==> config.mk <==
export PLATFORM = sky130hd
export DESIGN_NAME = cpu_control_fsm
export DESIGN_NICKNAME = d
export VERILOG_FILES = /design/src/rtl/cpu_control_fsm_pkg.sv /design/src/rtl/cpu_control_fsm_classifier.sv /design/src/rtl/cpu_control_fsm.sv
export SDC_FILE = /design/constraint.sdc
export NUM_CORES = 1
export LEC_CHECK = 0
export ABC_AREA = 1
export CELL_PAD_IN_SITES_DETAIL_PLACEMENT = 2
export CELL_PAD_IN_SITES_GLOBAL_PLACEMENT = 2
export CORE_ASPECT_RATIO = 0.6
export CORE_MARGIN = 1.5
export CORE_UTILIZATION = 30
export DETAILED_ROUTE_END_ITERATION = 8
export HOLD_SLACK_MARGIN = 0.05
export PLACE_DENSITY_LB_ADDON = 0.1
export SETUP_SLACK_MARGIN = 0.15
export SLEW_MARGIN = 20
export SYNTH_ARGS = -nofsm -noshare
export SYNTH_HDL_FRONTEND = slang
export SYNTH_HIERARCHICAL = 1
export SYNTH_SLANG_ARGS = --single-unit
export TNS_END_PERCENT = 20
==> constraint.sdc <==
create_clock -name clk -period 2.7 [get_ports clk]
set_input_delay 0.405 -clock clk [delete_from_list [all_inputs] [get_ports clk]]
set_output_delay 0.405 -clock clk [all_outputs]
set_load 0.01 [all_outputs]
==> src/rtl/cpu_control_fsm_pkg.sv <==
`default_nettype none
// ============================================================================
// cpu_control_fsm_pkg : shared writeback, opcode, state and class definitions
// Revision: 1.0
// ============================================================================
package cpu_control_fsm_pkg;

  localparam logic [1:0] REG_WB_ALU_OUT = 2'b00;
  localparam logic [1:0] REG_WB_IMM_DAT = 2'b01;
  localparam logic [1:0] REG_WB_MEM_DAT = 2'b10;
  localparam logic [1:0] REG_WB_PC_NEXT = 2'b11;

  localparam logic [6:0] OPC_LUI    = 7'b0110111;
  localparam logic [6:0] OPC_AUIPC  = 7'b0010111;
  localparam logic [6:0] OPC_OP_IMM = 7'b0010011;
  localparam logic [6:0] OPC_OP     = 7'b0110011;
  localparam logic [6:0] OPC_JAL    = 7'b1101111;
  localparam logic [6:0] OPC_JALR   = 7'b1100111;
  localparam logic [6:0] OPC_LOAD   = 7'b0000011;
  localparam logic [6:0] OPC_STORE  = 7'b0100011;
  localparam logic [6:0] OPC_BRANCH = 7'b1100011;

  typedef enum logic [2:0] {
    S_RESET  = 3'd0,
    S_FETCH  = 3'd1,
    S_DECODE = 3'd2,
    S_EXEC   = 3'd3,
    S_MEM    = 3'd4,
    S_WB     = 3'd5
  } state_t;

  typedef struct packed {
    logic       wb_en;
    logic [1:0] wb_select;
    logic       is_load;
    logic       is_store;
    logic       is_branch;
    logic       is_jump;
  } instr_class_t;

endpackage
`default_nettype wire

==> src/rtl/cpu_control_fsm_classifier.sv <==
`default_nettype none
// ============================================================================
// opcode_classifier : maps an RV32I opcode to its legality and control class
// Revision: 1.0
// ============================================================================
module opcode_classifier
  import cpu_control_fsm_pkg::*;
(
  input  logic [6:0]   opcode,
  output logic         legal,
  output instr_class_t cls
);

  always_comb begin
    legal = 1'b0;
    cls   = '0;
    case (opcode)
      OPC_LUI: begin
        legal         = 1'b1;
        cls.wb_en     = 1'b1;
        cls.wb_select = REG_WB_IMM_DAT;
      end
      OPC_AUIPC, OPC_OP_IMM, OPC_OP: begin
        legal         = 1'b1;
        cls.wb_en     = 1'b1;
        cls.wb_select = REG_WB_ALU_OUT;
      end
      OPC_JAL, OPC_JALR: begin
        legal         = 1'b1;
        cls.wb_en     = 1'b1;
        cls.wb_select = REG_WB_PC_NEXT;
        cls.is_jump   = 1'b1;
      end
      OPC_LOAD: begin
        legal         = 1'b1;
        cls.wb_en     = 1'b1;
        cls.wb_select = REG_WB_MEM_DAT;
        cls.is_load   = 1'b1;
      end
      OPC_STORE: begin
        legal        = 1'b1;
        cls.is_store = 1'b1;
      end
      OPC_BRANCH: begin
        legal         = 1'b1;
        cls.is_branch = 1'b1;
      end
      default: ;
    endcase
  end

endmodule
`default_nettype wire

==> src/rtl/cpu_control_fsm.sv <==
`default_nettype none
// ============================================================================
// cpu_control_fsm : multi-cycle RV32I sequencer with memory-wait watchdog
// Revision: 1.0
// ============================================================================
module cpu_control_fsm
  import cpu_control_fsm_pkg::*;
#(
  parameter int WAIT_LIMIT = 16,
  parameter int CNT_W      = 8
) (
  input  logic       clk,
  input  logic       rst_n,
  input  logic [6:0] opcode,
  input  logic       branch_taken,
  input  logic       imem_ready,
  input  logic       dmem_ready,
  output logic       imem_req,
  output logic       dmem_req,
  output logic       dmem_we,
  output logic       ir_we,
  output logic       mdr_we,
  output logic       pc_we,
  output logic       pc_sel,
  output logic       reg_we,
  output logic [1:0] wb_select,
  output logic       illegal_instr,
  output logic       bus_error
);

  localparam logic             WD_ON    = (WAIT_LIMIT != 0);
  localparam logic [CNT_W-1:0] LIMIT_M1 = CNT_W'(WAIT_LIMIT - 1);

  state_t             state, state_nxt;
  instr_class_t       cls_reg, cls_dec;
  logic               legal_dec;
  logic [CNT_W-1:0]   wait_cnt, wait_cnt_nxt;
  logic               wd_hit;

  opcode_classifier u_classifier (
    .opcode (opcode),
    .legal  (legal_dec),
    .cls    (cls_dec)
  );

  // Current cycle is the WAIT_LIMIT-th without ready unless ready shows up now
  assign wd_hit = WD_ON && (wait_cnt == LIMIT_M1);

  always_ff @(posedge clk or negedge rst_n) begin
    if (!rst_n) begin
      state    <= S_RESET;
      cls_reg  <= '0;
      wait_cnt <= '0;
    end else begin
      state    <= state_nxt;
      wait_cnt <= wait_cnt_nxt;
      if (state == S_DECODE) cls_reg <= cls_dec;
    end
  end

  always_comb begin
    state_nxt     = state;
    wait_cnt_nxt  = '0;
    imem_req      = 1'b0;
    dmem_req      = 1'b0;
    dmem_we       = 1'b0;
    ir_we         = 1'b0;
    mdr_we        = 1'b0;
    pc_we         = 1'b0;
    pc_sel        = 1'b0;
    reg_we        = 1'b0;
    wb_select     = REG_WB_ALU_OUT;
    illegal_instr = 1'b0;
    bus_error     = 1'b0;
    case (state)
      S_RESET: state_nxt = S_FETCH;
      S_FETCH: begin
        imem_req = 1'b1;
        if (imem_ready) begin
          ir_we     = 1'b1;
          state_nxt = S_DECODE;
        end else if (wd_hit) begin
          bus_error = 1'b1;
          state_nxt = S_FETCH;
        end else begin
          wait_cnt_nxt = wait_cnt + CNT_W'(1);
        end
      end
      S_DECODE: begin
        if (!legal_dec) begin
          illegal_instr = 1'b1;
          pc_we         = 1'b1;
          state_nxt     = S_FETCH;
        end else begin
          state_nxt = S_EXEC;
        end
      end
      S_EXEC: begin
        if (cls_reg.is_branch) begin
          pc_we     = 1'b1;
          pc_sel    = branch_taken;
          state_nxt = S_FETCH;
        end else if (cls_reg.is_load || cls_reg.is_store) begin
          state_nxt = S_MEM;
        end else begin
          state_nxt = S_WB;
        end
      end
      S_MEM: begin
        dmem_req = 1'b1;
        dmem_we  = cls_reg.is_store;
        if (dmem_ready) begin
          if (cls_reg.is_store) begin
            pc_we     = 1'b1;
            state_nxt = S_FETCH;
          end else begin
            mdr_we    = 1'b1;
            state_nxt = S_WB;
          end
        end else if (wd_hit) begin
          bus_error = 1'b1;
          pc_we     = 1'b1;
          state_nxt = S_FETCH;
        end else begin
          wait_cnt_nxt = wait_cnt + CNT_W'(1);
        end
      end
      S_WB: begin
        reg_we    = cls_reg.wb_en;
        wb_select = cls_reg.wb_select;
        pc_we     = 1'b1;
        pc_sel    = cls_reg.is_jump;
        state_nxt = S_FETCH;
      end
      default: state_nxt = S_RESET;
    endcase
  end

endmodule
`default_nettype wire

==> results of run 1 <==
==> power by group through the flow <==
stage | Combinational [uW] | Clock, uW | Sequential [uW]
final | 577 | 195 | 440
after global routing | 644 | 211 | 453
after floorplan | 390 | 0 | 409
after detailed placement | 590 | 0 | 444
after global placement | 544 | 0 | 436
after CTS | 594 | 202 | 441
==> per-stage QoR <==
step	power, uW	std cells	hold slack [ns]	utilization	instance area (sq um)
finish	1210	242	0.477	0.411	1540
global route	1310	242	0.500	0.411	1540
CTS	1240	242	0.484	0.409	1530
detailed placement	1030	239	0.474	0.397	1490
global placement	980	239	0.447	0.397	1490
floorplan	799	169	0.109	-	1200
==> how the worst max path moves through the flow <==
stage | startpoint | endpoint | slack (ns) | depth (start not counted)
2_1_floorplan | opcode[0] | pc_we | 1.17 | 7
3_3_place_gp | opcode[4] | pc_we | 0.21 | 10
3_5_place_dp | opcode[4] | pc_we | 0.14 | 10
4_1_cts | opcode[4] | pc_we | 0.15 | 10
5_1_grt | wait_cnt[0] | bus_error | 0.08 | 6
6_report | wait_cnt[0] | bus_error | 0.25 | 6
==> repair_timing <==
action	CTS	global route
cloned	0	0
gates resized for setup	1	3
endpoints found under the setup margin	1	3
==> cell families (layout without fill, tap and decap cells) <==
group	count (synthesis)	count (layout)	synth area share
AOI/OAI and AO/OA	12	12	0.0824
xor gates and xnor gates	3	3	0.0219
adders and majority gates	1	1	0.0104
buffers and inverters	33	59	0.111
DFF	18	18	0.375
and+or+nand+nor	102	102	0.399
==> final cells by class <==
type                       instances  area [sq um]
fill                             443          2200
multi-input combinational        118           622
sequential                        18           450
timing repair buffer              25           250
inverter                          31           116
tap                               47          58.8
clock buffer                       3          41.3
==> metal layers <==
layer | global-route usage | vias to the layer above
met1 | 0.267 | 557
met5 | 0 | -
met4 | 0.0323 | 0
met2 | 0.315 | 14
li1 | - | 570
met3 | 0.0381 | 5
==> cells in the final DEF, fill, tap and decap left out, types with 4 or more instances in the layout <==
cell	count
sky130_fd_sc_hd__nand2_1	36
sky130_fd_sc_hd__nor2_1	35
sky130_fd_sc_hd__inv_1	28
sky130_fd_sc_hd__clkdlybuf4s50_1	21
sky130_fd_sc_hd__dfrtp_1	18
sky130_fd_sc_hd__nand3_1	13
sky130_fd_sc_hd__nor2_2	5
sky130_fd_sc_hd__a21oi_2	5
sky130_fd_sc_hd__nand2_2	4
==> critical path, stage by stage (launching register included) <==
cell                              delay [ns]
sky130_fd_sc_hd__dfrtp_1                0.38
sky130_fd_sc_hd__ha_1                   0.22
sky130_fd_sc_hd__nand3_1                0.22
sky130_fd_sc_hd__inv_1                  0.11
sky130_fd_sc_hd__nand3_1                0.16
sky130_fd_sc_hd__nor2_1                 0.16
sky130_fd_sc_hd__clkdlybuf4s50_1        0.55
==> insert_results.sql, run 1 <==
INSERT INTO impl_metrics (metric_group, metric, value, unit) VALUES
('sta', 'final.period_utilization', '0.909', ''),
('placed_design', 'routabilityCongestion', '0.792', ''),
('placed_design', 'io_buffers', '23', ''),
('floorplanning', 'initial_core_util', '0.321', ''),
('worst_setup_path', 'cp.required', '2.30', 'ns'),
('min_path', 'worst_hold_path_type', 'reg -> reg', ''),
('worst_setup_path', 'critPathArrivalTime', '2.05', 'ns'),
('run_status', 'outcome', 'completed', ''),
('power', 'switching_fraction_of_total_power', '0.435', ''),
('power', 'cell_internal_pwr', '685', 'uW'),
('clock_tree', 'clock_path_buffers', '2', ''),
('worst_setup_path', 'path_max_fanout', '4', ''),
('logic_synthesis', 'synth_flop_cell', 'sky130_fd_sc_hd__dfrtp_1', ''),
('sta', 'slew_headroom', '0.774', ''),
('floorplanning', 'core_area', '3740', 'sq um'),
('sta', 'finalClockSkew', '0.00460', 'ns'),
('logic_synthesis', 'synth.net_count', '182', ''),
('sta', 'rsz_0062_raised_after_global_routing', 'true', ''),
('clock_tree', 'post-cts-setup-buffers', '0', ''),
('worst_setup_path', 'setup.worst_path.end_class', 'output port', ''),
('sta', 'post-route-worst-setup-slack', '0.247', 'ns'),
('worst_setup_path', 'regToRegSetupSlack', '1.22', 'ns'),
('floorplanning', 'die_w', '84.6', 'um'),
('power', 'leakagePower', '0.000790', 'uW'),
('sta', 'fmax_achieved', '408', 'MHz'),
('sta', 'period_minus_slack', '2.45', 'ns'),
('route', 'drc', '0', ''),
('route', 'antenna_violating_nets_post_route', '0', ''),
('worst_setup_path', 'timing_worst_setup_path_type', 'reg -> out', ''),
('min_path', 'holdCritStartpoint', 'wait_cnt[0]', ''),
('logic_synthesis', 'synth_top_cell_by_area', 'sky130_fd_sc_hd__dfrtp_1', ''),
('clock_tree', 'tritoncts.num_buffers', '3', ''),
('power', 'switchingPower', '527', 'uW'),
('power', 'power.share.clock', '0.161', ''),
('floorplanning', 'chipHeight', '52.0', 'um'),
('floorplanning', 'rows', '17', ''),
('logic_synthesis', 'number_of_instances_in_the_synthesized_netlist', '169', ''),
('sta', 'timing.final.max_slew_violations', '0', ''),
('clock_tree', 'cts.clk_slew.worst_paths', '0.07', 'ns'),
('route', 'finalWirelength', '3780', 'um'),
('worst_setup_path', 'reg2reg_depth', '6', ''),
('worst_setup_path', 'start_kind', 'register', ''),
('logic_synthesis', 'proportion_of_register_bits_with_asynchronous_set_or_reset_after_synthesis', '1.00', ''),
('grt', 'global_route.overflow_total', '0', ''),
('finish', 'flow.area_growth_from_synthesis', '28.3', '%'),
('power', 'power.density', '788', 'nW/um^2'),
('worst_setup_path', 'r2r_end', 'state[0]', ''),
('grt', 'gr-usage-all-layers', '0.192', ''),
('route', 'route.met2.wl', '1730', 'um'),
('clock_tree', 'cts_num_sinks', '18', ''),
('route', 'highest_layer', 'met4', ''),
('logic_synthesis', 'synthTopCellsByCount', '37 x sky130_fd_sc_hd__nand2_1, 36 x sky130_fd_sc_hd__nor2_1, 28 x sky130_fd_sc_hd__inv_1', ''),
('finish', 'num_antenna_cells', '0', ''),
('placed_design', 'pre_cts_setup_slack', '0.139', 'ns'),
('finish', 'final_layout_size_suffix_gt1_frac', '0.164', ''),
('route', 'drt-wirelength-per-cell', '15.6', 'um'),
('route', 'first_iter_violations', '24', ''),
('clock_tree', 'cts.htree.levels', '1', ''),
('logic_synthesis', 'dominant_cell_by_count_in_the_synthesized_netlist', 'sky130_fd_sc_hd__nand2_1', ''),
('power', 'vdd.ir_drop.worst', '380', 'uV'),
('logic_synthesis', 'postSynthAreaPerCell', '7.10', 'sq um'),
('power', 'power.sequential.fraction', '0.363', ''),
('floorplanning', 'die_outline_area', '4400', 'sq um'),
('logic_synthesis', 'synth-warning-count', '6', ''),
('floorplanning', 'ios', '24', ''),
('logic_synthesis', 'yosysSeqAreaShare', '0.375', ''),
('grt', 'vias_in_the_first_global_route', '1215', ''),
('sta', 'worst-slew-pin-transition', '0.339', 'ns'),
('sta', 'timing_hold_violations_final', '0', ''),
('route', 'route.met3.wl', '102', 'um'),
('finish', 'final_net_count', '210', '');
Note: power is estimated with default switching activity, not from simulation.
==> run 2: changes to the inputs <==
--- a/config.mk
+++ b/config.mk
@@ -8,9 +8,9 @@
 export ABC_AREA = 1
 export CELL_PAD_IN_SITES_DETAIL_PLACEMENT = 2
 export CELL_PAD_IN_SITES_GLOBAL_PLACEMENT = 2
-export CORE_ASPECT_RATIO = 0.6
+export CORE_ASPECT_RATIO = 1.1
 export CORE_MARGIN = 1.5
-export CORE_UTILIZATION = 30
+export CORE_UTILIZATION = 28
 export DETAILED_ROUTE_END_ITERATION = 8
 export HOLD_SLACK_MARGIN = 0.05
 export PLACE_DENSITY_LB_ADDON = 0.1
==> constraint.sdc (replaced) <==
create_clock -name clk -period 2.3 [get_ports clk]
set_input_delay 0.345 -clock clk [delete_from_list [all_inputs] [get_ports clk]]
set_output_delay 0.345 -clock clk [all_outputs]
set_load 0.01 [all_outputs]
==> insert_results.sql, run 2 (synthesis gave the netlist of run 1 again) <==
INSERT INTO impl_metrics (metric_group, metric, value, unit) VALUES
('finish', 'final.fill_count', '493', ''),
('clock_tree', 'postCtsHoldBufs', '0', ''),
('power', 'vdd.ir_drop.worst', '505', 'uV'),
('route', 'drt-wirelength-per-cell', '13.3', 'um'),
('clock_tree', 'tritoncts.num_buffers', '3', ''),
('finish', 'final_common_cell', 'sky130_fd_sc_hd__nand2_1', ''),
('sta', 'final.period_utilization', '0.915', ''),
('clock_tree', 'tritoncts_clock_tree', 'built', ''),
('finish', 'num_antenna_cells', '0', ''),
('floorplanning', 'die_w', '65.4', 'um'),
('route', 'antenna_violating_nets_post_route', '0', ''),
('power', 'leakagePower', '0.000809', 'uW'),
('sta', 'period_minus_slack', '2.10', 'ns'),
('clock_tree', 'cts_num_sinks', '18', ''),
('route', 'drc', '0', ''),
('placed_design', 'io_buffers', '23', ''),
('grt', 'grt_first_pass_wirelength', '5900', 'um'),
('clock_tree', 'clock_path_buffers', '2', ''),
('worst_setup_path', 'start_kind', 'register', ''),
('finish', 'fin_area', '1610', 'sq um'),
('placed_design', 'hpwl', '2740', 'um'),
('sta', 'fin_tns_setup', '0', 'ns'),
('floorplanning', 'core_area', '4020', 'sq um'),
('clock_tree', 'cts_root_buf', 'sky130_fd_sc_hd__clkbuf_8', ''),
('sta', 'finalClockSkew', '0.00269', 'ns'),
('min_path', 'worst_hold_path_type', 'in -> async', ''),
('sta', 'post-route-worst-setup-slack', '0.196', 'ns'),
('finish', 'final_net_count', '217', ''),
('worst_setup_path', 'path_max_fanout', '9', ''),
('sta', 'fmax_achieved', '475', 'MHz'),
('floorplanning', 'ios', '24', ''),
('floorplanning', 'initial_core_util', '0.298', ''),
('finish', 'flow.area_growth_from_synthesis', '34.0', '%'),
('power', 'power.density', '898', 'nW/um^2'),
('placed_design', 'placement_cell_area', '1540', 'sq um'),
('route', 'first_iter_violations', '13', ''),
('worst_setup_path', 'timing_worst_setup_path_type', 'reg -> out', ''),
('route', 'route.detailed.vias_per_inst', '4.56', ''),
('finish', 'mostFrequentLayoutCells', '37 x sky130_fd_sc_hd__nand2_1, 35 x sky130_fd_sc_hd__nor2_1, 28 x sky130_fd_sc_hd__inv_1', ''),
('placed_design', 'routabilityCongestion', '0.778', ''),
('sta', 'finalHoldWorstSlack', '0.418', 'ns'),
('route', 'drt_pass1_iterations', '4', ''),
('run_status', 'outcome', 'completed', ''),
('grt', 'gr-usage-all-layers', '0.161', ''),
('floorplanning', 'die_outline_area', '4690', 'sq um'),
('floorplanning', 'rows', '24', ''),
('route', 'vias', '1162', ''),
('sta', 'slew_headroom', '0.778', ''),
('worst_setup_path', 'setup.worst_path.end_class', 'output port', ''),
('clock_tree', 'cts.htree.levels', '1', ''),
('finish', 'largest_register_ffs', '8', ''),
('clock_tree', 'cts.clk_slew.worst_paths', '0.07', 'ns'),
('worst_setup_path', 'critPathArrivalTime', '1.76', 'ns'),
('floorplanning', 'chipHeight', '71.7', 'um'),
('worst_setup_path', 'regToRegSetupSlack', '0.87', 'ns'),
('grt', 'grt_start_max_net_pins', '19', ''),
('sta', 'timing_hold_violations_final', '0', ''),
('route', 'finalWirelength', '3390', 'um'),
('clock_tree', 'worst_skew_pair.late_latency', '0.25', 'ns'),
('grt', 'global_route.overflow_total', '0', ''),
('flow_run', 'maxCapViolCount', '0', ''),
('finish', 'final_layout_size_suffix_gt1_frac', '0.227', ''),
('sta', 'rsz_0062_raised_after_global_routing', 'true', ''),
('worst_setup_path', 'cp.required', '1.96', 'ns'),
('grt', 'vias_in_the_first_global_route', '1286', ''),
('sta', 'worst-slew-pin-transition', '0.334', 'ns'),
('placed_design', 'pre_cts_setup_slack', '-0.143', 'ns'),
('sta', 'setup_viol', '0', ''),
('grt', 'antenna_found_initial', '0', ''),
('sta', 'timing.final.max_slew_violations', '0', '');
## run 2: changes by cell type in the layout (fill, tap and decap cells not counted), moves of 2 or more
cell | before | now
sky130_fd_sc_hd__dlymetal6s2s_1 | 2 | 0
sky130_fd_sc_hd__clkdlybuf4s50_1 | 21 | 18
sky130_fd_sc_hd__nand3_2 | 2 | 4
sky130_fd_sc_hd__buf_4 | 2 | 10
sky130_fd_sc_hd__nand3_1 | 13 | 11
sky130_fd_sc_hd__dlygate4sd2_1 | 0 | 3
sky130_fd_sc_hd__dfrtp_1 | 18 | 16
sky130_fd_sc_hd__dfrtp_2 | 0 | 2
## run 2: where the power goes
group | internal, uW | leakage, uW | total (uW) | switching [uW]
combinational | 279 | 0.000547 | 667 | 388
sequential | 419 | 0.000233 | 519 | 100
clock | 152 | 0.0000288 | 259 | 107
total | 849 | 0.000809 | 1440 | 595
## run 2: metal layers
metal	GRT usage	vias up	wire (um)
met5	0	-	0
met4	0.0208	0	10
met3	0.0330	2	95
met2	0.306	12	1890
met1	0.190	568	1390
li1	-	580	-
## run 2: timing repair
action / CTS / global route
setup buffers: 0 / 1
endpoints found under the hold margin: 0 / 0
gates resized for setup: 11 / 2
pin swaps: 3 / 1
endpoints found under the setup margin: 5 / 4
cloned: 0 / 0
## run 2: area by class of cell
| cell class | count | area (sq um) | share of cell area |
|---|---|---|---|
| Inverter | 31 | 116 | 0.0724 |
| Multi-Input combinational cell | 118 | 632 | 0.393 |
| Timing Repair Buffer | 32 | 287 | 0.178 |
| Sequential cell | 18 | 453 | 0.282 |
| Clock buffer | 4 | 55.1 | 0.0342 |
| Tap cell | 52 | 65.1 | 0.0405 |
## run 2: worst paths after layout
| check | to | cells past startpoint | start |
|---|---|---|---|
| worst max-delay path | wb_select[0] | 3 | state[2] |
| worst max register to register | state[0] | 6 | state[2] |
| worst min-delay path | state[2] | 2 | rst_n |
| worst min register to register | wait_cnt[0] | 1 | wait_cnt[0] |
| min in group clk | wait_cnt[0] | 1 | wait_cnt[0] |
| max in group asynchronous | state[1] | 2 | rst_n |
## run 2: critical path: stages, from the launching register on
cell and delay [ns]:
sky130_fd_sc_hd__dfrtp_1 0.54, sky130_fd_sc_hd__nand3_1 0.27, sky130_fd_sc_hd__nor2_1 0.14, sky130_fd_sc_hd__clkdlybuf4s50_1 0.55
## run 2: metrics by stage
step	cells	power, uW	utilization
2_1_floorplan	169	938	-
3_3_place_gp	250	1160	0.382
3_5_place_dp	250	1200	0.382
4_1_cts	254	1470	0.399
5_1_grt	255	1570	0.400
6_report	255	1440	0.400
